`config.mk`:
```
export PLATFORM = sky130hd
export DESIGN_NAME = alu_bcd_converter
export DESIGN_NICKNAME = d
export VERILOG_FILES = /design/src/rtl/alu_bcd_converter.sv
export SDC_FILE = /design/constraint.sdc
export NUM_CORES = 1
export LEC_CHECK = 0
export BUFFER_PORTS_ARGS = -buffer_cell sky130_fd_sc_hd__buf_2
export CORE_MARGIN = 3
export CORE_UTILIZATION = 40
export DETAILED_ROUTE_END_ITERATION = 16
export HOLD_SLACK_MARGIN = 0.08
export PLACE_DENSITY_LB_ADDON = 0.12
export SLEW_MARGIN = 5
export SYNTH_ARGS = -nofsm -noshare
export SYNTH_HDL_FRONTEND = slang
export SYNTH_SLANG_ARGS = --single-unit
```
`constraint.sdc`:
```
create_clock -name clock -period 1.8 [get_ports clock]
set_input_delay 0.36 -clock clock [delete_from_list [all_inputs] [get_ports clock]]
set_output_delay 0.36 -clock clock [all_outputs]
set_load 0.02 [all_outputs]
```
`src/rtl/alu_bcd_converter.sv`:
```
// rtl/alu_bcd_converter.sv - iterative binary-to-BCD converter (double dabble), one step per clock
module alu_bcd_converter #(
    parameter int WIDTH  = 8,
    parameter int DIGITS = 3
) (
    input  logic                  clock,
    input  logic                  reset,
    input  logic                  start,
    input  logic [WIDTH-1:0]      bin_in,
    output logic                  busy,
    output logic                  done,
    output logic [4*DIGITS-1:0]   bcd_out
);

    localparam int CW = $clog2(WIDTH + 1);
    localparam int SW = 4 * DIGITS;

    typedef enum logic [1:0] {
        S_IDLE,
        S_CONVERT,
        S_DONE
    } state_t;

    state_t          state;
    state_t          next_state;
    logic [WIDTH-1:0] bin_reg;
    logic [SW-1:0]   scratch;
    logic [SW-1:0]   adjusted;
    logic [SW-1:0]   shifted;
    logic [CW-1:0]   cnt;
    logic            last_step;

    // Digit-wise add-3 stays inside each nibble; no carry between digits.
    always_comb begin
        adjusted = scratch;
        for (int d = 0; d < DIGITS; d++) begin
            if (scratch[4*d +: 4] >= 4'd5) begin
                adjusted[4*d +: 4] = scratch[4*d +: 4] + 4'd3;
            end
        end
    end

    assign shifted   = {adjusted[SW-2:0], bin_reg[WIDTH-1]};
    assign last_step = (cnt == CW'(1));

    always_ff @(posedge clock or posedge reset) begin
        if (reset) begin
            state <= S_IDLE;
        end else begin
            state <= next_state;
        end
    end

    always_comb begin
        next_state = state;
        case (state)
            S_IDLE:    if (start) next_state = S_CONVERT;
            S_CONVERT: if (last_step) next_state = S_DONE;
            S_DONE:    next_state = S_IDLE;
            default:   next_state = S_IDLE;
        endcase
    end

    always_ff @(posedge clock or posedge reset) begin
        if (reset) begin
            bin_reg <= '0;
            scratch <= '0;
            cnt     <= '0;
            bcd_out <= '0;
        end else begin
            case (state)
                S_IDLE: begin
                    if (start) begin
                        bin_reg <= bin_in;
                        scratch <= '0;
                        cnt     <= CW'(WIDTH);
                    end
                end
                S_CONVERT: begin
                    scratch <= shifted;
                    bin_reg <= {bin_reg[WIDTH-2:0], 1'b0};
                    cnt     <= cnt - CW'(1);
                    // Output register only moves on the final step, so partial sums never escape.
                    if (last_step) begin
                        bcd_out <= shifted;
                    end
                end
                default: begin
                end
            endcase
        end
    end

    assign busy = (state != S_IDLE);
    assign done = (state == S_DONE);

endmodule

```
==> metrics.yaml <==
rsz0062_at_grt: "no"
synthTopCellsByCount: "dfrtp_1, nand2_1, o21ai_0, a21oi_1, nor3b_1"
num_antenna_cells: 0
ir_drop_uv: 1020
synth-edff-count: 0
worstPathCellList: "or2_2 > buf_2"
worst-slew-pin-transition_ns: 0.584
ys.warnings.count: 0
maxCapViolCount: 0
setup_violations: 0
clock.fmax_mhz: 596
crit_required_ns: 1.44
antenna_found_initial: 0
nets: 234
power_leakage_nw: 1.07
core_um2: 4530
clock_latency_ns: 0.29
cp.arrival_ns: 1.32
routedWlPerCell_um: 13.3
htreeDepth: 2
dieArea_um2: 5760
synthFlopType: "dfrtp_1"
synth_seq_cells: 38
worstSetupEndpoint: "busy"
cts_tree: "built"
dieHeight_um: 75.9
syn_inst: 188
hold_slack_ns: 0.165
slew-limit-headroom: 0.610
comb_power_share: 0.438
die_x_um: 75.9
grt_start_max_net_pins: 39
worstSetupPathType: "flip-flop to primary output"
synth_area_um2: 1960
powerDensity_nw_per_um2: 1930
cts_resized: 0
seq_area_frac_synth: 0.486
startpoint: "state[1]"
yosysUniqueCellTypes: 30
power.switching_mw: 1.71
firstDrtPassIters: 4
postCtsHoldBufs: 0
internal_power_mw: 2.68
clockRootBuffer: "clkbuf_8"
startpoint_type: "flip-flop"
slowest_delay_ns: 0.52
start_util: 0.431
postLayoutCellArea_um2: 2270
clk_pin_slew_worst_paths_ns: 0.08
r2r_cells: 6
finalWirelength_um: 3750
grt.overflow.total: 0
crit_fanout: 14
cts.path.max_buffers: 2
io_pins: 25
finalHoldViolCount: 0
postCtsSetupRepairBufs: 0
synth_top_area_share: 0.486
numCtsBuffers: 5
port_buffers: 24
dp_hpwl_um: 2660
layout_min_cycle_time_ns: 1.68
drt_iter0_markers: 61
skew_ns: 0.00924
drc_errors: 0
drive_gt1_frac: 0.264
endpoint_kind: "primary output"
yosys.area.top_type: "dfrtp_1"
reg2reg_to: "bcd_out[9]"
r2r-start: "cnt[1]"
fin_tns_setup_ns: 0
pwr-share-seq: 0.358
final.period_utilization: 0.932
synth_area_leaders: "dfrtp_1, o21ai_0, nand2_1, ha_1, nor3b_1"
syn_nets: 207
num_vias: 1416
avgSynthCellArea_um2: 10.4
rows: 24
p_clk_frac: 0.204
ant_nets: 0
async_reset_ff_frac: 1.00
switching_share: 0.390
slew_violations: 0
gp_congestion: 0.768
grt_first_pass_wirelength_um: 6400
via_per_inst: 5.04
hold_class: "input pin to asynchronous set/reset pin"
syn_to_final_growth_pct: 16.3
clock_sinks: 38
status: "complete, no violations"
placed_cell_area_um2: 2130
cp_slowest_cell: "dfrtp_2"
grt_pass1_vias: 1407
track_usage: 0.137
rrSetupSlack_ns: 0.20
synth_most_common_cell: "dfrtp_1"
-- worst max-delay path: cells and delay by family (launching register included) --
family | cells | cell delay, ns
AND/OR/NAND/NOR | 1 | 0.33
flip-flops | 1 | 0.52
buffers and inverters | 1 | 0.16
-- how the worst min path moves through the flow --
| stage | endpoint |
|---|---|
| after detailed placement | bcd_out[3] |
| after floorplan | bin_reg[1] |
| after global routing | scratch[6] |
| final | scratch[5] |
| after global placement | bcd_out[7] |
| after CTS | bcd_out[7] |
-- metal layers --
| metal | track usage | routed length (µm) | vias to the layer above |
|---|---|---|---|
| met5 | 0 | 0 | - |
| li1 | - | - | 693 |
| met4 | 0.0707 | 95 | 0 |
| met3 | 0.0367 | 197 | 11 |
| met2 | 0.223 | 1810 | 41 |
| met1 | 0.167 | 1640 | 671 |
-- cells in the final DEF (no fill, tap or decap), drive strengths merged --
master,n
a21oi,18
a22o,7
a31oi,1
buf,29
bufinv,2
clkbuf,6
dfrtp,38
ha,8
inv,11
mux2,6
mux2i,3
nand2,30
nand2b,4
nand3b,1
nor2,5
nor2b,3
nor3,1
nor3b,12
o21ai,26
o21bai,1
or2,1
xnor2,3
-- layout make-up --
cell class,count,area [µm²]
Fill cell,427,2260
Sequential cell,38,952
Multi-Input combinational cell,130,895
Timing Repair Buffer,29,158
Clock buffer,6,82.6
Tap cell,65,81.3
Clock inverter,2,60.1
Inverter,11,46.3
-- through the flow --
step / total power, mW / worst slack, ns / util / std cells
floorplan: 3.07 / 0.344 / - / 188
global placement: 3.45 / 0.229 / 0.470 / 273
detailed placement: 3.54 / 0.196 / 0.470 / 273
CTS: 4.45 / 0.00589 / 0.501 / 281
global route: 4.72 / 0.0861 / 0.502 / 281
finish: 4.39 / 0.123 / 0.502 / 281
-- logic make-up after synthesis --
family / count (synthesis) / synth area share
buf+inv: 20 / 0.0563
simple gates: 57 / 0.163
compound gates: 53 / 0.170
flops: 38 / 0.486
fa+ha+maj: 8 / 0.0512
xor+xnor: 3 / 0.0134
mux: 9 / 0.0595
-- power by group through the flow --
stage | sequential [mW] | combinational (mW) | clock [mW]
after global placement | 1.57 | 1.88 | 0
after detailed placement | 1.59 | 1.95 | 0
final | 1.57 | 1.92 | 0.897
after global routing | 1.63 | 2.14 | 0.956
after CTS | 1.57 | 1.96 | 0.918
after floorplan | 1.61 | 1.45 | 0
(Power assumes the default switching activity.)
